### src/rtl/col2img_if.sv
// Handshake bundle between the result stream, col2img and the downstream map consumer.
interface col2img_if #(parameter int data_width = 8);
  logic [2:0]                       k;
  logic                             stride;
  logic [data_width-1:0]            in_data;
  logic                             in_valid;
  logic                             in_last;
  logic                             in_ready;
  logic [4:0][4:0][data_width-1:0]  out_img;
  logic [2:0]                       out_dim;
  logic                             out_valid;
  logic                             out_ready;
  logic                             err;

  modport slave (
    input  k, stride, in_data, in_valid, in_last, out_ready,
    output in_ready, out_img, out_dim, out_valid, err
  );

  modport master (
    output k, stride, in_data, in_valid, in_last, out_ready,
    input  in_ready, out_img, out_dim, out_valid, err
  );
endinterface

### src/rtl/col2img.sv
// Reassembles a row-major element stream into a 5x5 feature map sized by kernel/stride.
// Optional COL2IMG_RELU_EN: rectify negative elements to 0 as they are written.
module col2img #(
  parameter int data_width = 8
) (
  input  logic     clk,
  input  logic     nrst,
  col2img_if.slave bus
);

  typedef enum logic [1:0] {IDLE, FILL, DONE} state_t;

  state_t                          r_state, w_next;
  logic [4:0][4:0][data_width-1:0] r_buf;
  logic [2:0]                      r_row, r_col, r_dim;
  logic                            r_err;
  logic                            r_live;

  logic                  w_accept, w_k_ok, w_final, w_write, w_clear, w_err;
  logic [2:0]            w_diff, w_dim_new, w_dim, w_row, w_col;
  logic [data_width-1:0] w_wdata;

  // r_live keeps in_ready low through reset and the release cycle, so in_ready stays a register decode
  assign bus.in_ready  = r_live && (r_state != DONE);
  assign bus.out_valid = (r_state == DONE);
  assign bus.out_dim   = (r_state == DONE) ? r_dim : '0;
  assign bus.out_img   = r_buf;
  assign bus.err       = r_err;

  assign w_accept  = bus.in_valid && bus.in_ready;
  assign w_k_ok    = (bus.k >= 3'd1) && (bus.k <= 3'd5);
  assign w_diff    = 3'd5 - bus.k;
  assign w_dim_new = bus.stride ? (w_diff >> 1) + 3'd1 : w_diff + 3'd1;

  // The first element of a frame is handled in IDLE against the not-yet-latched geometry
  assign w_dim   = (r_state == IDLE) ? w_dim_new : r_dim;
  assign w_row   = (r_state == IDLE) ? '0 : r_row;
  assign w_col   = (r_state == IDLE) ? '0 : r_col;
  assign w_final = (w_row == w_dim - 3'd1) && (w_col == w_dim - 3'd1);

`ifdef COL2IMG_RELU_EN
  assign w_wdata = bus.in_data[data_width-1] ? '0 : bus.in_data;
`else
  assign w_wdata = bus.in_data;
`endif

  always_comb begin
    w_next  = r_state;
    w_write = 1'b0;
    w_clear = 1'b0;
    w_err   = 1'b0;
    case (r_state)
      IDLE, FILL: begin
        if (w_accept) begin
          if ((r_state == IDLE) && !w_k_ok) begin
            w_err = 1'b1;
          end else if (w_final) begin
            w_write = 1'b1;
            w_next  = DONE;
            w_err   = !bus.in_last;
          end else if (bus.in_last) begin
            w_clear = 1'b1;
            w_err   = 1'b1;
            w_next  = IDLE;
          end else begin
            w_write = 1'b1;
            w_next  = FILL;
          end
        end
      end
      DONE: begin
        if (bus.out_ready) begin
          w_clear = 1'b1;
          w_next  = IDLE;
        end
      end
      default: w_next = IDLE;
    endcase
  end

  always_ff @(posedge clk) begin
    if (!nrst) begin
      r_state <= IDLE;
      r_buf   <= '0;
      r_row   <= '0;
      r_col   <= '0;
      r_dim   <= '0;
      r_err   <= 1'b0;
      r_live  <= 1'b0;
    end else begin
      r_state <= w_next;
      r_err   <= w_err;
      r_live  <= 1'b1;
      if (w_clear) begin
        r_buf <= '0;
        r_row <= '0;
        r_col <= '0;
      end else if (w_write) begin
        r_buf[w_row][w_col] <= w_wdata;
        if (w_col == w_dim - 3'd1) begin
          r_col <= '0;
          r_row <= w_row + 3'd1;
        end else begin
          r_col <= w_col + 3'd1;
          r_row <= w_row;
        end
        if (r_state == IDLE) r_dim <= w_dim_new;
      end
    end
  end

endmodule

### src/flat_wrapper.sv
// flat-port wrapper written by rule: the top's interface ports become plain ports
module col2img_flat 
#(
  parameter int data_width = 8
)
  (clk, nrst, bus_k, bus_stride, bus_in_data, bus_in_valid, bus_in_last, bus_out_ready, bus_in_ready, bus_out_img, bus_out_dim, bus_out_valid, bus_err);
  col2img_if #(.data_width(data_width)) bus_i ();
  input  logic clk;
  input  logic nrst;
  input wire logic [$bits(bus_i.k)-1:0] bus_k;
  input wire logic [$bits(bus_i.stride)-1:0] bus_stride;
  input wire logic [$bits(bus_i.in_data)-1:0] bus_in_data;
  input wire logic [$bits(bus_i.in_valid)-1:0] bus_in_valid;
  input wire logic [$bits(bus_i.in_last)-1:0] bus_in_last;
  input wire logic [$bits(bus_i.out_ready)-1:0] bus_out_ready;
  output wire logic [$bits(bus_i.in_ready)-1:0] bus_in_ready;
  output wire logic [$bits(bus_i.out_img)-1:0] bus_out_img;
  output wire logic [$bits(bus_i.out_dim)-1:0] bus_out_dim;
  output wire logic [$bits(bus_i.out_valid)-1:0] bus_out_valid;
  output wire logic [$bits(bus_i.err)-1:0] bus_err;
  assign bus_i.k = bus_k;
  assign bus_i.stride = bus_stride;
  assign bus_i.in_data = bus_in_data;
  assign bus_i.in_valid = bus_in_valid;
  assign bus_i.in_last = bus_in_last;
  assign bus_i.out_ready = bus_out_ready;
  assign bus_in_ready = bus_i.in_ready;
  assign bus_out_img = bus_i.out_img;
  assign bus_out_dim = bus_i.out_dim;
  assign bus_out_valid = bus_i.out_valid;
  assign bus_err = bus_i.err;
  col2img #(.data_width(data_width)) u_core (.clk(clk), .nrst(nrst), .bus(bus_i));
endmodule
### config.mk
export PLATFORM = sky130hd
export DESIGN_NAME = col2img_flat
export DESIGN_NICKNAME = d
export VERILOG_FILES = /design/src/rtl/col2img_if.sv /design/src/rtl/col2img.sv /design/src/flat_wrapper.sv
export SDC_FILE = /design/constraint.sdc
export NUM_CORES = 1
export LEC_CHECK = 0
export ABC_AREA = 1
export ABC_CLOCK_PERIOD_IN_PS = 3990
export BUFFER_PORTS_ARGS = -buffer_cell sky130_fd_sc_hd__buf_2
export CAP_MARGIN = 20
export CORE_MARGIN = 2
export CORE_UTILIZATION = 30
export CTS_BUF_LIST = sky130_fd_sc_hd__clkbuf_2
export DETAILED_ROUTE_END_ITERATION = 8
export REMOVE_ABC_BUFFERS = 1
export SYNTH_ARGS = -nofsm -noshare
export SYNTH_HDL_FRONTEND = slang
export SYNTH_SLANG_ARGS = --single-unit
### constraint.sdc
create_clock -name clk -period 3.99 [get_ports clk]
set_input_delay 0.399 -clock clk [delete_from_list [all_inputs] [get_ports clk]]
set_output_delay 0.399 -clock clk [all_outputs]
set_load 0.01 [all_outputs]
==> results.txt, run 1 <==
----------------------------------------------------
[CTS]
  CTS buffer count ... 58
  Clock net sink count ... approximately 210
  Total number of H-tree levels ... 2
  Library cell used as clock root buffer ... sky130_fd_sc_hd__clkbuf_2
  Buffers from clock root to sink, at most ... 3
  Clock Latency Late Sink ... approximately 0.80 ns
  CTS tree ... done
  Total setup buffers inserted after CTS ... 0
  Clock Pin Slew Worst Setup and Hold Paths ... roughly 0.090 ns

[Detailed routing]
  Total Routed Length ... between 20000 and 30000 um
  DRC violation total after the first TritonRoute iteration ... about 460
  Number of vias in the routed layout ... approximately 7700
  DR WL/cell ... around 14 um
  Residual antenna-violating net count after detailed routing ... 0
  Number of iterations in the first detailed-routing pass ... 5
  DRC ... 0
  Detailed-route vias per instance ... roughly 4.4

[Die]
  Cell row count ... 61
  Initial core utilization ... 0.305
  Number of ports placed on the die boundary ... about 220
  Total die area ... about 0.029 mm^2
  Area of the core region ... ~0.028 mm^2
  Die H ... ~170 um
  Overall die width ... ~170 um

[Critical path]
  Largest fanout on the critical path ... 16
  Data arrival time of the critical path ... between 4 and 5 ns
  Category of the worst setup path capture point ... flip-flop
  Type of the worst setup path ... flip-flop to flip-flop
  Element type at the critical path start ... flip-flop
  Critical Path RT ... 4.67 ns

[Synth]
  Count of mapped cells out of synthesis ... about 1100
  Average instance area after synthesis ... 7.76 um^2
  Fraction of the yosys area taken by sequential cells ... 0.505
  Most numerous cell in the Yosys netlist ... sky130_fd_sc_hd__dfxtp_1
  Area fraction of the dominant cell type after synthesis ... 0.505
  Leading cell types by total area after synthesis ... sky130_fd_sc_hd__dfxtp_1 (51%), sky130_fd_sc_hd__o21ai_0 (10%), sky130_fd_sc_hd__a21oi_1 (9.1%)
  Cell taking the most area after synthesis ... sky130_fd_sc_hd__dfxtp_1
  Unique masters post-synth ... 27
  Syn. warnings ... 0
  Synth Area in Compound Gates ... 0.220
  Asr flop ratio synth ... 0
  Fraction of the mapped netlist area in adder cells ... 0.0133
  Count of state elements after synthesis ... approximately 210
  Simple-gate share of the synthesized area ... 0.131
  Fraction of synthesized cell area in xor and xnor cells ... 0.00104
  Total standard cell area after synthesis ... ~0.0084 mm^2
  Number of enable-type register cells in the synthesized netlist ... 0
  Dominant combinational cell family by area after synthesis ... compound AO/OA/AOI/OAI gates
  Post-synth top flop ... sky130_fd_sc_hd__dfxtp_1
  Most instantiated cells after synthesis ... sky130_fd_sc_hd__dfxtp_1 (213), sky130_fd_sc_hd__inv_1 (185), sky130_fd_sc_hd__o21ai_0 (176)
  Multiplexer area fraction after synthesis ... 0

[Timing]
  Max-slew violation count ... 0
  Final WS setup ... ~0.49 ns
  Timing-limited maximum frequency ... 286 MHz
  Unrepaired setup endpoints after global routing ... no
  Final worst clock skew ... roughly 0.035 ns
  Final cycle utilization of the critical path ... 0.876
  Min Tclk post-route ... between 3 and 4 ns
  Worst Tran Pin Value ... between 0.7 and 0.8 ns
  Total of endpoints with negative setup slack in the final report ... 0
  Worst hold slack after final layout ... 0.113 ns
  Final hold viol count ... 0
  Rel. slew slack ... 0.496

[Global route]
  Maximum number of pins on one net before global-route repair ... slightly above 70
  Antenna violations before repair ... 1
  First-pass GRT wire length ... about 37000 um
  Via count of the first global-routing pass ... between 6000 and 7000
  Grt ovf ... 0
  Total track usage ... 0.163

[Run]
  Number of max-capacitance violations reported ... 0

[Layout]
  Footprint of the multi-input gates ... 0.00308 mm^2
  # fillers ... between 2000 and 3000
  Share of post-route cells with drive strength above 1 ... 0.265
  P&R area growth vs syn ... 22.8%
  Utilization after layout ... 0.374
  Number of nets in the finished design ... around 1400
  Final non-filler cell area ... about 0.010 mm^2
  Register cell area after layout ... about 0.0043 mm^2

[Worst hold path]
  Hold WC Path Type ... primary input to flip-flop

[Power and ir drop]
  Power density over the cells ... between 300 and 400 mW/mm^2
  VDD IR max ... between 0.15 and 0.2 mV
  Leakage component of the power ... approximately 4.6 nW

[Place]
  Placed instance area ... about 0.01 mm^2
  Worst-case setup slack after placement ... -0.0147 ns
  Final weighted congestion in routability-driven placement ... 0.829
  Number of buffer cells added on primary ports ... between 200 and 250
  Half-perimeter wire length after placement ... roughly 16000 um

[Status]
  Run status ... finished clean

----------------------------------------------------
sequential cells by signal, summed over array words and instances, names as in the netlist, named ones only:
| signal | count |
|---|---|
| u_core.r_state | 2 |
| u_core.bus.err | 1 |
| u_core.r_row | 3 |
| u_core.r_live | 1 |
| u_core.r_dim | 2 |
| u_core.bus.out_img | 200 |
| u_core.r_col | 3 |
through the flow:
stage          total power [mW]  instances  TNS (ns)
2_1_floorplan              2.37       1031    -22.91
3_3_place_gp               2.47       1643         0
3_5_place_dp               2.47       1643   -0.0595
4_1_cts                    4.01       1748         0
5_1_grt                    4.16       1750         0
6_report                   3.94       1750         0
routing by layer:
layer	share of wire	vias up	wire length, um	global-route usage
li1	-	3985	-	-
met1	0.45	3388	11300	0.207
met2	0.46	220	11500	0.262
met3	0.060	58	1500	0.0389
met4	0.031	0	776	0.0733
met5	0	-	0	0
what timing repair did:
item                                   4_1_cts  5_1_grt
hold buffers                                 5        0
setup endpoints to repair                    0        0
endpoints found under the hold margin        7        0
gates resized for setup                      0        0
path summary, 6_finish.rpt:
kind,endpoint,slack [ns],startpoint,cells after the start
setup / recovery,u_core.bus.out_img[100],0.49,u_core.r_state[1],17
hold reg to reg,u_core.bus.out_img[132],0.44,u_core.bus.out_img[132],2
setup reg to reg,u_core.bus.out_img[100],0.49,u_core.r_state[1],17
hold / removal,u_core.r_dim[2],0.11,bus_stride,4
cell type report:
type | instances | share of cell area
Inverter | 195 | 0.0711
Antenna cell | 2 | 0.000483
Clock inverter | 17 | 0.00942
Multi-Input combinational cell | 623 | 0.297
Clock buffer | 83 | 0.0401
Tap cell | 378 | 0.0457
Timing Repair Buffer | 239 | 0.124
Sequential cell | 213 | 0.412
worst max-delay path, cell delays in order (launching register included):
cell	delay (ns)
sky130_fd_sc_hd__dfxtp_1	0.38
sky130_fd_sc_hd__nor2_4	0.32
sky130_fd_sc_hd__inv_4	0.12
sky130_fd_sc_hd__o21ai_0	0.26
sky130_fd_sc_hd__ha_1	0.32
sky130_fd_sc_hd__nand2_1	0.09
sky130_fd_sc_hd__nand2_1	0.05
sky130_fd_sc_hd__inv_1	0.05
sky130_fd_sc_hd__nand3_1	0.10
sky130_fd_sc_hd__nor2_1	0.24
sky130_fd_sc_hd__nand2_1	0.12
sky130_fd_sc_hd__ha_1	0.24
sky130_fd_sc_hd__inv_1	0.18
sky130_fd_sc_hd__nand2_8	0.12
sky130_fd_sc_hd__nor2_4	0.17
sky130_fd_sc_hd__nand2_1	0.31
sky130_fd_sc_hd__o21ai_0	0.26
sky130_fd_sc_hd__a21oi_1	0.06
cell usage in the layout, fill, tap and decap left out, types with 13 or more instances in the layout:
master,count
sky130_fd_sc_hd__clkbuf_2,83
sky130_fd_sc_hd__buf_2,222
sky130_fd_sc_hd__o21ai_0,176
sky130_fd_sc_hd__o21ai_1,36
sky130_fd_sc_hd__nor2_1,133
sky130_fd_sc_hd__nand2_2,13
sky130_fd_sc_hd__nand2_1,56
sky130_fd_sc_hd__nand3_1,25
sky130_fd_sc_hd__dfxtp_1,213
sky130_fd_sc_hd__a21oi_1,154
sky130_fd_sc_hd__inv_1,185
where the power goes:
part,leakage [nW],switching (mW),internal [mW]
clock,0.401,0.892,0.623
combinational,2.43,0.202,0.0863
sequential,1.72,0.00644,2.13
cells by family (layout without fill, tap and decap cells):
kind of cell               Yosys count  after routing
AOI/OAI and AO/OA                  369            369
buffers and inverters              251            534
xor gates and xnor gates             1              1
adders and majority gates            9              9
DFF                                213            213
other                                0              2
and+or+nand+nor                    244            244
No activity file was read; power rests on OpenSTA's default activity.
==> inputs of run 2 (changes only) <==
REMOVE_ABC_BUFFERS = unset   (was 1)
==> run 2 against run 1 <==
  * Routed wire length increased by 3.1%
  * Combinational power increased by 4%
  * Via count increased by 0.16%
  * Sequential power barely moved
==> results.txt, run 2 (synthesis results as in run 1) <==
----------------------------------------------------
[Critical path]
  Category of the worst setup path capture point ... flip-flop
  Largest delay share family, worst path ... simple AND/OR/NAND/NOR gates
  Worst Path Buf+Inv ... 2
  Critical Path RT ... around 4.6 ns
  Cell chain of the critical path ... nor2_4 > inv_4 > o21ai_0 > ha_1 > nand2_1 > o21ai_0 > nor2_1 > o21ai_0 > nor2_1 > nand2_1 > ha_1 > inv_1 > nand2_8 > nor2_4 > nand2_1 > o21ai_0 > a21oi_1
  Critical path's slowest cell ... sky130_fd_sc_hd__dfxtp_1
  Data arrival time of the critical path ... just over 4 ns
  Biggest cell delay along the critical path ... roughly 0.38 ns
  Largest fanout on the critical path ... 16
  Cells on worst reg2reg path ... 17
  CP Depth ... 17
  Element type at the critical path start ... flip-flop
  Type of the worst setup path ... flip-flop to flip-flop
  Most frequent cell on the critical path ... sky130_fd_sc_hd__o21ai_0

[Timing]
  Max-slew violation count ... 0
  Final cycle utilization of the critical path ... 0.855
  Timing-limited maximum frequency ... about 300 MHz
  Total of endpoints with negative setup slack in the final report ... 0
  Rel. slew slack ... 0.422
  Final hold viol count ... 0
  Unrepaired setup endpoints after global routing ... no
  Min Tclk post-route ... 3.41 ns
  Worst hold slack after final layout ... roughly 0.10 ns
  Setup TNS ... 0 ns
  Final worst clock skew ... 0.0732 ns
  Worst Tran Pin Value ... between 0.8 and 0.9 ns

[Power and ir drop]
  Leakage component of the power ... 4.55 nW
  VDD IR max ... roughly 0.17 mV
  Power density over the cells ... between 300 and 400 mW/mm^2

[CTS]
  CTS tree ... done
  Clock net sink count ... 213
  Library cell used as clock root buffer ... sky130_fd_sc_hd__clkbuf_2
  Clock Latency Late Sink ... 0.84 ns
  Total setup buffers inserted after CTS ... 0
  Buffers from clock root to sink, at most ... 3
  CTS buffer count ... 58
  Clock Pin Slew Worst Setup and Hold Paths ... ~0.1 ns
  Total number of H-tree levels ... 2

[Die]
  Overall die width ... about 170 um
  Total die area ... 0.0295 mm^2
  Cell row count ... approximately 60
  Initial core utilization ... 0.305
  Area of the core region ... 0.0277 mm^2
  Die H ... approximately 170 um
  Number of ports placed on the die boundary ... roughly 220

[Place]
  Number of buffer cells added on primary ports ... ~220
  Half-perimeter wire length after placement ... between 15000 and 20000 um
  Final weighted congestion in routability-driven placement ... between 0.8 and 0.9

[Detailed routing]
  Number of iterations in the first detailed-routing pass ... 5
  Residual antenna-violating net count after detailed routing ... 0
  Number of vias in the routed layout ... between 7000 and 8000
  Total Routed Length ... 25800 um
  DR WL/cell ... approximately 15 um
  Detailed-route vias per instance ... about 4.4
  DRC violation total after the first TritonRoute iteration ... between 400 and 500
  DRC ... 0

[Worst hold path]
  Hold WC Path Type ... primary input to flip-flop
  Worst hold stages ... 5

[Layout]
  Utilization after layout ... 0.374
  P&R area growth vs syn ... 22.9%
  Share of post-route cells with drive strength above 1 ... 0.265
  Number of nets in the finished design ... approximately 1400
  # fillers ... roughly 2900
  Leading cell type in the layout, fill and taps excluded ... sky130_fd_sc_hd__buf_2
  Most frequent cells in the layout ... sky130_fd_sc_hd__buf_2 (222), sky130_fd_sc_hd__dfxtp_1 (213), sky130_fd_sc_hd__inv_1 (185), sky130_fd_sc_hd__o21ai_0 (176), sky130_fd_sc_hd__a21oi_1 (154)
  Number of flip-flops under the largest register name ... 200

[Global route]
  First-pass GRT wire length ... between 30000 and 40000 um
  Antenna violations before repair ... 1
  Total track usage ... 0.171
  Maximum number of pins on one net before global-route repair ... between 40 and 50
  Grt ovf ... 0
  Via count of the first global-routing pass ... 6949

[Run]
  Number of max-capacitance violations reported ... 0

[Synth]
  Net count after synthesis ... 1113

[Status]
  Run status ... finished clean

----------------------------------------------------
-- run 2: timing repair --
| item | in CTS | in global routing |
|---|---|---|
| resized for setup | 0 | 0 |
| hold endpoints to repair | 7 | 0 |
| hold buffers | 4 | 0 |
-- run 2: path summary, 6_finish.rpt --
| kind | startpoint | endpoint | slack [ns] |
|---|---|---|---|
| max reg2reg | u_core.r_state[1] | u_core.bus.out_img[162] | 0.58 |
| max | u_core.r_state[1] | u_core.bus.out_img[162] | 0.58 |
| min | bus_in_last | u_core.r_state[0] | 0.10 |
| min reg2reg | u_core.bus.out_img[172] | u_core.bus.out_img[172] | 0.44 |
-- run 2: cell type report --
cell class | instances | area (um^2) | share of cell area
inverters | 195 | 737 | 0.0711
multi-input cells | 623 | 3080 | 0.297
well taps | 378 | 473 | 0.0456
clock inverters | 14 | 57.6 | 0.00555
repair buffers | 240 | 1320 | 0.127
flip-flops and latches | 213 | 4260 | 0.411
clock buffers | 86 | 430 | 0.0415
diodes | 2 | 5.00 | 0.000483
-- run 2: per-layer routing --
layer  routed length [um]  vias up  track usage  share of wire
met5                    0        -            0              0
met1                11800     3400        0.224           0.46
met4                  763        0       0.0722          0.030
li1                     -     3999            -              -
met3                 1440       50       0.0375          0.056
met2                11900      214        0.270           0.46
-- run 2: report_power, final --
| part | total [mW] | internal [mW] | switching (mW) | leakage [nW] |
|---|---|---|---|---|
| logic | 0.299 | 0.0932 | 0.206 | 2.45 |
| clock network | 1.47 | 0.570 | 0.902 | 0.383 |
| registers | 2.14 | 2.13 | 0.00599 | 1.72 |
-- run 2: metrics by stage --
stage                     area (um^2)  std cells  power, mW  setup WS (ns)
after CTS                       10400       1749       3.97          0.599
after detailed placement         9830       1645       2.49         0.0956
after global placement           9830       1645       2.48          0.159
after global routing            10400       1751       4.12          0.157
final                           10400       1751       3.91          0.579
after floorplan                  8440       1087       2.40          0.623
-- run 2: worst reg2reg max path: stages (launching register included) --
cell and delay (ns):
sky130_fd_sc_hd__dfxtp_1 0.38, sky130_fd_sc_hd__nor2_4 0.33, sky130_fd_sc_hd__inv_4 0.13, sky130_fd_sc_hd__o21ai_0 0.24, sky130_fd_sc_hd__ha_1 0.31, sky130_fd_sc_hd__nand2_1 0.08
sky130_fd_sc_hd__o21ai_0 0.07, sky130_fd_sc_hd__nor2_1 0.08, sky130_fd_sc_hd__o21ai_0 0.08, sky130_fd_sc_hd__nor2_1 0.15, sky130_fd_sc_hd__nand2_1 0.10, sky130_fd_sc_hd__ha_1 0.24
sky130_fd_sc_hd__inv_1 0.18, sky130_fd_sc_hd__nand2_8 0.12, sky130_fd_sc_hd__nor2_4 0.16, sky130_fd_sc_hd__nand2_1 0.32, sky130_fd_sc_hd__o21ai_0 0.27, sky130_fd_sc_hd__a21oi_1 0.06
